## config.mk

```make
export PLATFORM = sky130hd
export DESIGN_NAME = multicycle_ctrl_flat
export DESIGN_NICKNAME = d
export VERILOG_FILES = /design/src/rtl/multicycle_ctrl_if.sv /design/src/rtl/multicycle_ctrl.sv /design/src/flat_wrapper.sv
export SDC_FILE = /design/constraint.sdc
export NUM_CORES = 1
export LEC_CHECK = 0
export CAP_MARGIN = 20
export CELL_PAD_IN_SITES_DETAIL_PLACEMENT = 1
export CELL_PAD_IN_SITES_GLOBAL_PLACEMENT = 1
export CORE_ASPECT_RATIO = 1.2
export CORE_MARGIN = 2
export CORE_UTILIZATION = 28
export CTS_BUF_LIST = sky130_fd_sc_hd__clkbuf_4 sky130_fd_sc_hd__clkbuf_8
export DETAILED_ROUTE_END_ITERATION = 6
export GPL_TIMING_DRIVEN = 0
export PLACE_DENSITY_LB_ADDON = 0.1
export SYNTH_ARGS = -nofsm -noshare
export SYNTH_HDL_FRONTEND = slang
export SYNTH_SLANG_ARGS = --single-unit
```

## constraint.sdc

```tcl
create_clock -name clk -period 5.3 [get_ports clk]
set_input_delay 1.59 -clock clk [delete_from_list [all_inputs] [get_ports clk]]
set_output_delay 1.59 -clock clk [all_outputs]
set_load 0.01 [all_outputs]
```

## src/rtl/multicycle_ctrl_if.sv

```systemverilog
// Control bundle between the multi-cycle sequencer and the shared datapath.
// The master drives the controls; the slave supplies IR fields and status.
interface multicycle_ctrl_if;
    logic [5:0] op;
    logic [5:0] func;
    logic       zero;
    logic       mem_ready;
    logic [2:0] state;
    logic       ir_write;
    logic       pc_write;
    logic [1:0] pc_src;
    logic       mem_read;
    logic       mem_write;
    logic       reg_write;
    logic [1:0] reg_dst;
    logic [1:0] wd_sel;
    logic [2:0] alu_op;
    logic       ext_sel;
    logic       alu_b;
    logic       instr_done;
    logic       illegal;

    modport master (
        input  op, func, zero, mem_ready,
        output state, ir_write, pc_write, pc_src, mem_read, mem_write, reg_write,
               reg_dst, wd_sel, alu_op, ext_sel, alu_b, instr_done, illegal
    );

    modport slave (
        output op, func, zero, mem_ready,
        input  state, ir_write, pc_write, pc_src, mem_read, mem_write, reg_write,
               reg_dst, wd_sel, alu_op, ext_sel, alu_b, instr_done, illegal
    );
endinterface

```

## src/rtl/multicycle_ctrl.sv

```systemverilog
// Multi-cycle sequencer for the MIPS-subset core: steps one shared ALU and
// one memory port through FETCH/DECODE/EXEC/MEM/WB with a ready handshake.
module multicycle_ctrl #(
    parameter int RA_INDEX = 31
) (
    input  logic              clk,
    input  logic              reset,
    multicycle_ctrl_if.master bus
);
    localparam logic [2:0] FETCH  = 3'd0;
    localparam logic [2:0] DECODE = 3'd1;
    localparam logic [2:0] EXEC   = 3'd2;
    localparam logic [2:0] MEM    = 3'd3;
    localparam logic [2:0] WB     = 3'd4;

    localparam logic [2:0] ALU_OR  = 3'b001;
    localparam logic [2:0] ALU_ADD = 3'b010;
    localparam logic [2:0] ALU_SUB = 3'b011;

    localparam logic [5:0] OP_RTYPE = 6'h00;
    localparam logic [5:0] OP_JAL   = 6'h03;
    localparam logic [5:0] OP_BEQ   = 6'h04;
    localparam logic [5:0] OP_ORI   = 6'h0D;
    localparam logic [5:0] OP_LUI   = 6'h0F;
    localparam logic [5:0] OP_LW    = 6'h23;
    localparam logic [5:0] OP_SW    = 6'h2B;
    localparam logic [5:0] FN_JR    = 6'h08;
    localparam logic [5:0] FN_ADD   = 6'h20;
    localparam logic [5:0] FN_SUB   = 6'h22;

    typedef enum logic [3:0] {
        K_ADD, K_SUB, K_ORI, K_LUI, K_LW, K_SW, K_BEQ, K_JR, K_JAL, K_ILL
    } kind_t;

    kind_t      kind;
    logic [2:0] state_q;
    logic [2:0] state_d;

    // The link register is fixed by the datapath's reg_dst=2 input.
    if (RA_INDEX < 0 || RA_INDEX > 31) begin : g_ra_range
        $error("RA_INDEX out of register-file range");
    end

    always_comb begin
        kind = K_ILL;
        case (bus.op)
            OP_RTYPE: begin
                case (bus.func)
                    FN_ADD:  kind = K_ADD;
                    FN_SUB:  kind = K_SUB;
                    FN_JR:   kind = K_JR;
                    default: kind = K_ILL;
                endcase
            end
            OP_ORI:  kind = K_ORI;
            OP_LUI:  kind = K_LUI;
            OP_LW:   kind = K_LW;
            OP_SW:   kind = K_SW;
            OP_BEQ:  kind = K_BEQ;
            OP_JAL:  kind = K_JAL;
            default: kind = K_ILL;
        endcase
    end

    assign bus.state = state_q;

    always_comb begin
        // NOTE: every output gets a default before the case so no path can infer a latch.
        state_d        = FETCH;
        bus.ir_write   = 1'b0;
        bus.pc_write   = 1'b0;
        bus.pc_src     = 2'd0;
        bus.mem_read   = 1'b0;
        bus.mem_write  = 1'b0;
        bus.reg_write  = 1'b0;
        bus.reg_dst    = 2'd0;
        bus.wd_sel     = 2'd0;
        bus.alu_op     = 3'b000;
        bus.ext_sel    = 1'b0;
        bus.alu_b      = 1'b0;
        bus.instr_done = 1'b0;
        bus.illegal    = 1'b0;

        case (state_q)
            FETCH: begin
                bus.mem_read = 1'b1;
                bus.alu_op   = ALU_ADD;
                bus.ir_write = bus.mem_ready;
                bus.pc_write = bus.mem_ready;
                state_d      = bus.mem_ready ? DECODE : FETCH;
            end
            DECODE: begin
                bus.alu_op = ALU_ADD;
                case (kind)
                    K_JAL:   state_d = WB;
                    K_ILL: begin
                        bus.illegal    = 1'b1;
                        bus.instr_done = 1'b1;
                        state_d        = FETCH;
                    end
                    default: state_d = EXEC;
                endcase
            end
            EXEC: begin
                case (kind)
                    K_ADD: begin bus.alu_op = ALU_ADD; state_d = WB; end
                    K_SUB: begin bus.alu_op = ALU_SUB; state_d = WB; end
                    K_ORI: begin bus.alu_op = ALU_OR; bus.alu_b = 1'b1; state_d = WB; end
                    K_LUI: state_d = WB;
                    K_LW, K_SW: begin
                        bus.alu_op  = ALU_ADD;
                        bus.alu_b   = 1'b1;
                        bus.ext_sel = 1'b1;
                        state_d     = MEM;
                    end
                    K_BEQ: begin
                        bus.alu_op     = ALU_SUB;
                        bus.ext_sel    = 1'b1;
                        bus.pc_src     = 2'd1;
                        bus.pc_write   = bus.zero;
                        bus.instr_done = 1'b1;
                    end
                    K_JR: begin
                        bus.pc_src     = 2'd3;
                        bus.pc_write   = 1'b1;
                        bus.instr_done = 1'b1;
                    end
                    default: state_d = FETCH;
                endcase
            end
            MEM: begin
                // Requests are held unchanged on every wait cycle.
                case (kind)
                    K_LW: begin
                        bus.mem_read = 1'b1;
                        state_d      = bus.mem_ready ? WB : MEM;
                    end
                    K_SW: begin
                        bus.mem_write  = 1'b1;
                        bus.instr_done = bus.mem_ready;
                        state_d        = bus.mem_ready ? FETCH : MEM;
                    end
                    default: state_d = FETCH;
                endcase
            end
            WB: begin
                bus.instr_done = 1'b1;
                case (kind)
                    K_ADD, K_SUB: begin bus.reg_write = 1'b1; bus.reg_dst = 2'd1; end
                    K_ORI:        bus.reg_write = 1'b1;
                    K_LUI:  begin bus.reg_write = 1'b1; bus.wd_sel = 2'd2; end
                    K_LW:   begin bus.reg_write = 1'b1; bus.wd_sel = 2'd1; end
                    K_JAL: begin
                        bus.reg_write = 1'b1;
                        bus.reg_dst   = 2'd2;
                        bus.wd_sel    = 2'd3;
                        bus.pc_src    = 2'd2;
                        bus.pc_write  = 1'b1;
                    end
                    default: bus.reg_write = 1'b0;
                endcase
            end
            default: state_d = FETCH;
        endcase

        // Reset aborts the instruction in the same cycle it is raised.
        if (reset) begin
            state_d        = FETCH;
            bus.ir_write   = 1'b0;
            bus.pc_write   = 1'b0;
            bus.pc_src     = 2'd0;
            bus.mem_read   = 1'b0;
            bus.mem_write  = 1'b0;
            bus.reg_write  = 1'b0;
            bus.reg_dst    = 2'd0;
            bus.wd_sel     = 2'd0;
            bus.alu_op     = 3'b000;
            bus.ext_sel    = 1'b0;
            bus.alu_b      = 1'b0;
            bus.instr_done = 1'b0;
            bus.illegal    = 1'b0;
        end
    end

    always_ff @(posedge clk) begin
        // NOTE: sequential state uses non-blocking assignment so all flops update together.
        if (reset) begin
            state_q <= FETCH;
        end else begin
            state_q <= state_d;
        end
    end
endmodule

```

## src/flat_wrapper.sv

```systemverilog
// flat-port wrapper written by rule: the top's interface ports become plain ports
module multicycle_ctrl_flat 
#(
    parameter int RA_INDEX = 31
)
  (clk, reset, bus_op, bus_func, bus_zero, bus_mem_ready, bus_state, bus_ir_write, bus_pc_write, bus_pc_src, bus_mem_read, bus_mem_write, bus_reg_write, bus_reg_dst, bus_wd_sel, bus_alu_op, bus_ext_sel, bus_alu_b, bus_instr_done, bus_illegal);
  multicycle_ctrl_if bus_i ();
  input  logic clk;
  input  logic reset;
  input wire logic [$bits(bus_i.op)-1:0] bus_op;
  input wire logic [$bits(bus_i.func)-1:0] bus_func;
  input wire logic [$bits(bus_i.zero)-1:0] bus_zero;
  input wire logic [$bits(bus_i.mem_ready)-1:0] bus_mem_ready;
  output wire logic [$bits(bus_i.state)-1:0] bus_state;
  output wire logic [$bits(bus_i.ir_write)-1:0] bus_ir_write;
  output wire logic [$bits(bus_i.pc_write)-1:0] bus_pc_write;
  output wire logic [$bits(bus_i.pc_src)-1:0] bus_pc_src;
  output wire logic [$bits(bus_i.mem_read)-1:0] bus_mem_read;
  output wire logic [$bits(bus_i.mem_write)-1:0] bus_mem_write;
  output wire logic [$bits(bus_i.reg_write)-1:0] bus_reg_write;
  output wire logic [$bits(bus_i.reg_dst)-1:0] bus_reg_dst;
  output wire logic [$bits(bus_i.wd_sel)-1:0] bus_wd_sel;
  output wire logic [$bits(bus_i.alu_op)-1:0] bus_alu_op;
  output wire logic [$bits(bus_i.ext_sel)-1:0] bus_ext_sel;
  output wire logic [$bits(bus_i.alu_b)-1:0] bus_alu_b;
  output wire logic [$bits(bus_i.instr_done)-1:0] bus_instr_done;
  output wire logic [$bits(bus_i.illegal)-1:0] bus_illegal;
  assign bus_i.op = bus_op;
  assign bus_i.func = bus_func;
  assign bus_i.zero = bus_zero;
  assign bus_i.mem_ready = bus_mem_ready;
  assign bus_state = bus_i.state;
  assign bus_ir_write = bus_i.ir_write;
  assign bus_pc_write = bus_i.pc_write;
  assign bus_pc_src = bus_i.pc_src;
  assign bus_mem_read = bus_i.mem_read;
  assign bus_mem_write = bus_i.mem_write;
  assign bus_reg_write = bus_i.reg_write;
  assign bus_reg_dst = bus_i.reg_dst;
  assign bus_wd_sel = bus_i.wd_sel;
  assign bus_alu_op = bus_i.alu_op;
  assign bus_ext_sel = bus_i.ext_sel;
  assign bus_alu_b = bus_i.alu_b;
  assign bus_instr_done = bus_i.instr_done;
  assign bus_illegal = bus_i.illegal;
  multicycle_ctrl #(.RA_INDEX(RA_INDEX)) u_core (.clk(clk), .reset(reset), .bus(bus_i));
endmodule
```

==> out/results.tsv, run 1 <==
metric	value	unit
critPathKind	in2out	
yosys-top-cells-area	dfxtp_1, nor2_1, nand2_1	
run_status	complete, no violations	
path_buf_inv	3	
finalSetupViolations	0	
fmax	192	MHz
cpLargestDelayFamily	compound AO/OA/AOI/OAI gates	
layout.nets	174	
worst_pin_slew	0.555	ns
initial_core_util	29.7	%
cap_violations	0	
synth_cells	114	
dp_slack	-0.653	ns
grt_pass1_vias	1002	
dieArea	3170	µm²
min_path_type	reg2reg	
synthTopCellsByCount	nor2_1, nand2_1, clkbuf_1	
r2r_cells	5	
ys_seq_area_share	7.86	%
numClockSinks	3	
power	0.129	mW
critical-path-max-stage-delay	0.42	ns
peakVddDrop	94.7	µV
path_max_fanout	10	
placement.io_buffers	31	
yosysTopAreaCellShare	7.86	%
grt_pass1_wl	4.72	mm
numCtsBuffers	3	
h-tree-depth	1	
synth_area_per_cell	6.71	µm²
overflow	0	
period_share	98.2	%
synth_edf_count	0	
crit_end	bus_instr_done	
p_leak	0.522	nW
die-height	61.2	µm
fin_skew	0.00437	ns
routed_wl	2.97	mm
path_clk_slew	0.04	ns
timing.rr.start	u_core.bus.state[0]	
clockBufferDepth	2	
gp_congestion	0.845	
layout_setup_ws	0.0973	ns
critPathArrivalTime	3.61	ns
grt_antenna_before_repair	0	
yosysTopAreaCell	dfxtp_1	
synth_warnings	0	
slew_violations	0	
crit_path_top_delay_cell	clkdlybuf4s50_1	
vias_per_cell	5.46	
ys_types	51	
synth.most_common_cell	nor2_1	
coreArea	2580	µm²
wl_per_cell	15.6	µm
cp_data_required_time	3.71	ns
antenna_cells	0	
syn_to_final_growth	66.0	%
cts_hold_buf	0	
antenna_left	0	
startpoint	bus_op[2]	
grt.total_usage	19.5	%
clockRootBuffer	clkbuf_4	
crit_chain	clkdlybuf4s50_1 -> buf_4 -> nor3_4 -> nand4_1 -> a211oi_2 -> o21ba_1 -> o41ai_2 -> buf_2	
r2r-end	u_core.bus.state[2]	
clkLatencyLatePin	0.24	ns
fin_tns_setup	0	ns
row_count	20	
drt_pass1_iterations	4	
drt-initial-drc-count	5	
syn_nets	130	
synthArstFlopShare	0	%
io_pins	37	
synth_seq_cells	3	
critPathCaptureType	primary output	
period_minus_slack	5.20	ns
synthFlopType	dfxtp_1	
slew_headroom	63.0	%
powerDensity	102	nW/µm²
vias	1038	
drc	0	
reg2reg_slack	3.63	ns
dieWidth	51.7	µm
drive_gt1_share	27.4	%
syn_area	764	µm²
grt_max_degree	11	
rsz0062_at_grt	false	
start_kind	input pin	
cts_tree	done	
largest_reg_flops	3	
fillers	327	
hold_viol	0	
cp_num_cells	8	
dpl.hpwl	2.15	mm
## cells in the final DEF, fill, tap and decap left out, types with 2 or more instances in the layout
cell type        instances
clkdlybuf4s50_1         15
nor2_1                  14
buf_4                    9
nand2_1                  9
a21oi_1                  6
buf_2                    5
clkbuf_1                 5
nor3_1                   4
nand3_1                  4
and2_1                   4
nand2b_1                 4
clkbuf_4                 4
dlymetal6s2s_1           4
buf_6                    3
nand4_1                  3
nor2b_1                  3
o21ai_0                  3
a31oi_1                  3
dlygate4sd2_1            3
clkbuf_2                 3
dfxtp_1                  3
nor4b_2                  2
or3_4                    2
o211ai_1                 2
or2_2                    2
o21ai_1                  2
clkdlybuf4s15_1          2
## how the worst min path moves through the flow
stage	from	end	slack [ns]	cells past startpoint
finish	u_core.bus.state[0]	u_core.bus.state[1]	0.75	3
global placement	u_core.bus.state[0]	u_core.bus.state[1]	0.74	3
floorplan	u_core.bus.state[1]	u_core.bus.state[2]	0.70	3
CTS	u_core.bus.state[0]	u_core.bus.state[1]	0.76	3
global route	u_core.bus.state[0]	u_core.bus.state[1]	0.79	3
detailed placement	u_core.bus.state[0]	u_core.bus.state[1]	0.75	3
## worst register-to-register path, delay by kind of cell (launching register included)
family / cells / cell delay [ns]
and+or+nand+nor: 2 / 0.53
AOI/OAI and AO/OA: 2 / 0.44
DFF: 1 / 0.31
buffers and inverters: 1 / 0.32
## power by group
part,leakage [nW],switching [mW],internal [mW]
Sequential,0.0244,0.000307,0.0232
Clock,0.0184,0.0134,0.0334
Combinational,0.479,0.0312,0.0279
Total,0.522,0.0449,0.0846
## cell families (layout without fill, tap and decap cells)
group	Yosys count	after routing	synth area share [%]
buffers and inverters	11	54	7.04
AOI/OAI and AO/OA	31	31	30.8
xor gates and xnor gates	2	2	2.29
DFF	3	3	7.86
and+or+nand+nor	66	66	51.6
other	1	1	0.491
## area by class of cell
| cell class | instances | area, µm² | share of cell area, % |
|---|---|---|---|
| plain buffers | 10 | 57.6 | 4.54 |
| inverters | 1 | 3.75 | 0.296 |
| flip-flops and latches | 3 | 60.1 | 4.73 |
| clock buffers | 4 | 30.0 | 2.37 |
| multi-input cells | 100 | 727 | 57.3 |
| well taps | 33 | 41.3 | 3.25 |
| repair buffers | 39 | 349 | 27.5 |
## per-stage QoR
step,utilization (%),instances,hold WS [ns],area [µm²]
4_1_cts,46.6,186,0.755,1200
2_1_floorplan,-,114,0.702,764
3_5_place_dp,43.3,178,0.747,1120
3_3_place_gp,43.3,178,0.738,1120
6_report,49.2,190,0.746,1270
5_1_grt,49.2,190,0.791,1270
## metal layers
layer | wire, µm | vias up | track usage (%)
met3 | 78 | 4 | 1.46
met5 | 0 | - | 0
li1 | - | 512 | -
met2 | 1710 | 26 | 39.9
met1 | 1140 | 496 | 22.1
met4 | 46 | 0 | 3.38
## timing repair
action,4_1_cts,5_1_grt
gates resized for setup,34,29
endpoints found under the setup margin,11,11
setup buffers,4,4
pin swaps,5,8
Power figures use the tool's default switching activity.
==> inputs of run 2 (changes only) <==
--- a/config.mk
+++ b/config.mk
@@ -12,9 +12,11 @@
 export CORE_MARGIN = 2
 export CORE_UTILIZATION = 28
 export CTS_BUF_LIST = sky130_fd_sc_hd__clkbuf_4 sky130_fd_sc_hd__clkbuf_8
+export CTS_CLUSTER_SIZE = 16
 export DETAILED_ROUTE_END_ITERATION = 6
 export GPL_TIMING_DRIVEN = 0
 export PLACE_DENSITY_LB_ADDON = 0.1
 export SYNTH_ARGS = -nofsm -noshare
 export SYNTH_HDL_FRONTEND = slang
 export SYNTH_SLANG_ARGS = --single-unit
+export TNS_END_PERCENT = 10
==> run 2 against run 1 <==
  * Critical path type unchanged
  * Flip-flop and latch count did not move
  * Non-clock buffer count shrank 4
  * Total power shrank 1.6%
  * The flow now finishes with violations (setup timing)
  * First-iteration DRC count rose by 20%
==> out/results.tsv, run 2 (synthesis results as in run 1) <==
metric	value	unit
coreArea	2580	µm²
numCtsBuffers	3	
vias_per_cell	5.47	
final_cell_mix	clkdlybuf4s50_1, nor2_1, nand2_1	
run_status	finished with violations	
path_clk_slew	0.04	ns
cp_data_required_time	3.71	ns
grt_antenna_before_repair	0	
slew_headroom	62.0	%
min_path_type	reg2reg	
placement.io_buffers	31	
drt-initial-drc-count	6	
peakVddDrop	95.0	µV
syn_to_final_growth	62.4	%
critPathCaptureType	primary output	
fin_skew	0.00309	ns
fin_hold_ws	0.752	ns
drt_pass1_iterations	4	
cts_hold_buf	0	
crit_chain	clkdlybuf4s50_1 -> or4_4 -> a31oi_4 -> nand4_4 -> or3b_4 -> a31oi_1 -> clkdlybuf4s15_2	
layoutNonFillerInstCount	186	
critPathKind	in2out	
grt_pass1_wl	4.64	mm
h-tree-depth	1	
power	0.127	mW
dp.cells	178	
wl_per_cell	15.4	µm
rsz0062_at_grt	true	
clkLatencyLatePin	0.24	ns
layout_commonest_cell	clkdlybuf4s50_1	
slew_violations	0	
row_count	20	
overflow	0	
largest_reg_flops	3	
io_pins	37	
crit_path_top_delay_cell	or4_4	
clockBufferDepth	2	
antenna_cells	0	
antenna_left	0	
gp_congestion	0.845	
routed_wl	2.87	mm
clockRootBuffer	clkbuf_4	
p_leak	0.477	nW
critPathArrivalTime	3.72	ns
grt.total_usage	19.1	%
fin_tns_setup	-0.00785	ns
die-height	61.2	µm
dieWidth	51.7	µm
drc	0	
numClockSinks	3	
path_max_fanout	4	
cts_tree	done	
vias	1018	
layout_setup_ws	-0.00785	ns
violations	setup timing	
period_minus_slack	5.31	ns
powerDensity	103	nW/µm²
dpl.hpwl	2.15	mm
dieArea	3170	µm²
fmax	188	MHz
layout.nets	170	
period_share	100	%
reg2reg_slack	3.63	ns
grt_max_degree	11	
critical-path-max-stage-delay	0.53	ns
cap_violations	0	
grt_pass1_vias	991	
hold_viol	0	
worst_pin_slew	0.570	ns
start_kind	input pin	
drive_gt1_share	22.9	%
finalSetupViolations	1	
initial_core_util	29.7	%
run 2: cell count changes in the layout (fill, tap and decap cells not counted), sizes merged:
cell	before	now
clkdlybuf4s15	2	3
dlygate4sd2	3	6
clkbuf	12	10
clkdlybuf4s50	15	18
buf	17	10
dlymetal6s2s	4	2
run 2: cell type report:
cell class              instances  area (µm²)
plain buffers                  10        57.6
clock buffers                   4        30.0
fillers                       337        1340
inverters                       1        3.75
multi-input cells             100         716
flip-flops and latches          3        60.1
well taps                      33        41.3
repair buffers                 35         333
run 2: per-stage QoR:
step                cell area (µm²)  setup WS, ns  utilization [%]
CTS                            1180       -0.0737             45.8
floorplan                       764         0.487                -
detailed placement             1120        -0.653             43.3
global placement               1120        -0.558             43.3
global route                   1240       -0.0924             48.2
finish                         1240      -0.00785             48.2
run 2: worst paths after layout:
path                         endpoint  cells past startpoint                 from
hold / removal    u_core.bus.state[1]                      3  u_core.bus.state[0]
setup / recovery        bus_alu_op[1]                      7            bus_op[0]
setup reg to reg  u_core.bus.state[2]                      5  u_core.bus.state[0]
hold reg to reg   u_core.bus.state[1]                      3  u_core.bus.state[0]
run 2: routing by layer:
layer  GRT usage [%]  routed length (µm)  vias to the layer above
li1                -                   -                      504
met4            3.38                   8                        0
met3            1.46                  71                        2
met5               0                   0                        -
met2            38.8                1650                       20
met1            21.8                1140                      492
run 2: worst max-delay path, delay by kind of cell:
| kind | cells | cell delay [ns] |
|---|---|---|
| buffers and inverters | 2 | 0.67 |
| and+or+nand+nor | 3 | 1.09 |
| AOI/OAI and AO/OA | 2 | 0.36 |
run 2: repair_timing:
action,CTS,global route
pin swaps,2,8
endpoints found under the setup margin,11,11
setup buffers,1,3
gates resized for setup,29,15
cloned,0,0
run 2: report_power, final:
group / total [mW] / internal [mW] / switching (mW) / leakage, nW
sequential: 0.0236 / 0.0232 / 0.000307 / 0.0244
combinational: 0.0571 / 0.0267 / 0.0303 / 0.434
clock: 0.0467 / 0.0334 / 0.0133 / 0.0184
total: 0.127 / 0.0834 / 0.0440 / 0.477
==> inputs of run 3 (changes only) <==
--- a/config.mk
+++ b/config.mk
@@ -9,7 +9,6 @@
 export CELL_PAD_IN_SITES_DETAIL_PLACEMENT = 1
 export CELL_PAD_IN_SITES_GLOBAL_PLACEMENT = 1
 export CORE_ASPECT_RATIO = 1.2
-export CORE_MARGIN = 2
 export CORE_UTILIZATION = 28
 export CTS_BUF_LIST = sky130_fd_sc_hd__clkbuf_4 sky130_fd_sc_hd__clkbuf_8
 export CTS_CLUSTER_SIZE = 16
==> run 3 against run 2 <==
  * The run now ends clean
  * Via count increased by 3.8%
  * Total power increased by 1.9%
  * Routed wire length increased by 4.5%
  * Clock power decreased by 1%
  * Sequential power about the same
  * Non-clock buffer count increased by 6
  * Flip-flop and latch count unchanged
  * Register-to-register slack got worse by 0.14 ns
  * Final cell count increased by 3.2%
==> out/results.tsv, run 3 (synthesis results as in run 1) <==
metric	value	unit
peakVddDrop	65.5	µV
layout_commonest_cell	clkdlybuf4s50_1	
drive_gt1_share	30.8	%
stdcell_area	1280	µm²
reg2reg_slack	3.49	ns
dieWidth	49.7	µm
dieArea	2940	µm²
grt_pass1_vias	1058	
power	0.130	mW
h-tree-depth	1	
vias_per_cell	5.51	
coreArea	2550	µm²
p_leak	0.501	nW
largest_reg_flops	3	
grt_max_degree	11	
place_area	1120	µm²
overflow	0	
dpl.hpwl	2.19	mm
drt-initial-drc-count	15	
grt_util_met2	42.9	%
run_status	complete, no violations	
finalSetupViolations	0	
r2r_cells	5	
rsz0062_at_grt	true	
multi_input_area	739	µm²
powerDensity	101	nW/µm²
critPathCaptureType	primary output	
met1_usage	22.2	%
slew_headroom	66.5	%
grt.busiest_layer	met2	
regArea	60.1	µm²
layout.nets	176	
clockRootBuffer	clkbuf_4	
cap_violations	0	
hold_start	u_core.bus.state[0]	
syn_to_final_growth	67.9	%
period_share	99.4	%
timing.rr.start	u_core.bus.state[0]	
gp_congestion	0.909	
r2r-end	u_core.bus.state[2]	
fin_skew	0.000823	ns
numCtsBuffers	3	
hold_viol	0	
fin_tns_setup	0	ns
grt.total_usage	20.8	%
cp_data_required_time	3.71	ns
fillers	335	
start_kind	input pin	
grt_pass1_wl	4.82	mm
vias	1057	
path_max_fanout	4	
path_clk_slew	0.04	ns
antenna_cells	0	
row_count	20	
fmax	190	MHz
placement.io_buffers	31	
worst_pin_slew	0.503	ns
io_pins	37	
critPathArrivalTime	3.68	ns
numClockSinks	3	
min_to	u_core.bus.state[1]	
layout_setup_ws	0.0328	ns
initial_core_util	30.0	%
critPathKind	in2out	
drt_pass1_iterations	4	
cts_hold_buf	0	
dp_slack	-0.618	ns
fin_hold_ws	0.771	ns
grt_antenna_before_repair	0	
antenna_left	0	
min_path_cells	3	
final_cell_mix	clkdlybuf4s50_1, nor2_1, buf_4	
drc	0	
cts_tree	done	
slew_violations	0	
die-height	59.2	µm
wl_per_cell	15.6	µm
clkLatencyLatePin	0.24	ns
min_path_type	reg2reg	
gr-usage-met3	1.28	%
period_minus_slack	5.27	ns
clockBufferDepth	2	
routed_wl	3.00	mm
run 3: changes by cell type in the layout (fill, tap and decap cells not counted), sizes merged:
cell / change
dlygate4sd2: -2
clkbuf: +1
clkdlybuf4s15: -3
clkdlybuf4s50: +1
buf: +10
dlymetal6s2s: -1
run 3: per-layer routing:
layer  up-vias  share of wire, %
li1        517                 -
met1       505                40
met5         -                 0
met3         6               2.7
met4         0               1.2
met2        29                56
run 3: how the worst max path moves through the flow:
| stage | start | end | slack (ns) | depth (start not counted) |
|---|---|---|---|---|
| floorplan | bus_op[1] | bus_alu_op[1] | 0.49 | 6 |
| global placement | bus_op[0] | bus_instr_done | -0.56 | 8 |
| detailed placement | bus_op[0] | bus_instr_done | -0.62 | 8 |
| CTS | bus_func[0] | bus_ext_sel | -0.12 | 8 |
| global route | bus_op[2] | bus_alu_op[0] | -0.06 | 8 |
| finish | bus_func[0] | bus_ext_sel | 0.03 | 8 |
run 3: where the power goes:
| group | total, mW | internal, mW | switching (mW) |
|---|---|---|---|
| combinational | 0.0600 | 0.0283 | 0.0317 |
| sequential | 0.0236 | 0.0233 | 0.000303 |
| clock | 0.0462 | 0.0334 | 0.0128 |
| total | 0.130 | 0.0849 | 0.0449 |
run 3: final cells by class:
cell class	count	share of cell area [%]
plain buffers	10	4.48
flip-flops and latches	3	4.68
repair buffers	41	27.4
multi-input cells	100	57.6
clock buffers	4	2.34
well taps	33	3.22
inverters	1	0.292
run 3: critical path, cell delays in order:
cell and delay [ns]:
clkdlybuf4s50_1 0.42, or3_4 0.39, or3_1 0.31, a221o_1 0.40
buf_6 0.15, nor2b_1 0.13, nor3_2 0.12, buf_2 0.16
run 3: through the flow:
step	utilization, %	std cells
floorplan	-	114
global placement	43.7	178
detailed placement	43.7	178
CTS	47.6	185
global route	50.3	192
finish	50.3	192
run 3: timing repair:
action	in CTS	in global routing
setup buffers	3	7
pin swaps	3	8
gates resized for setup	35	24
setup endpoints to repair	11	9
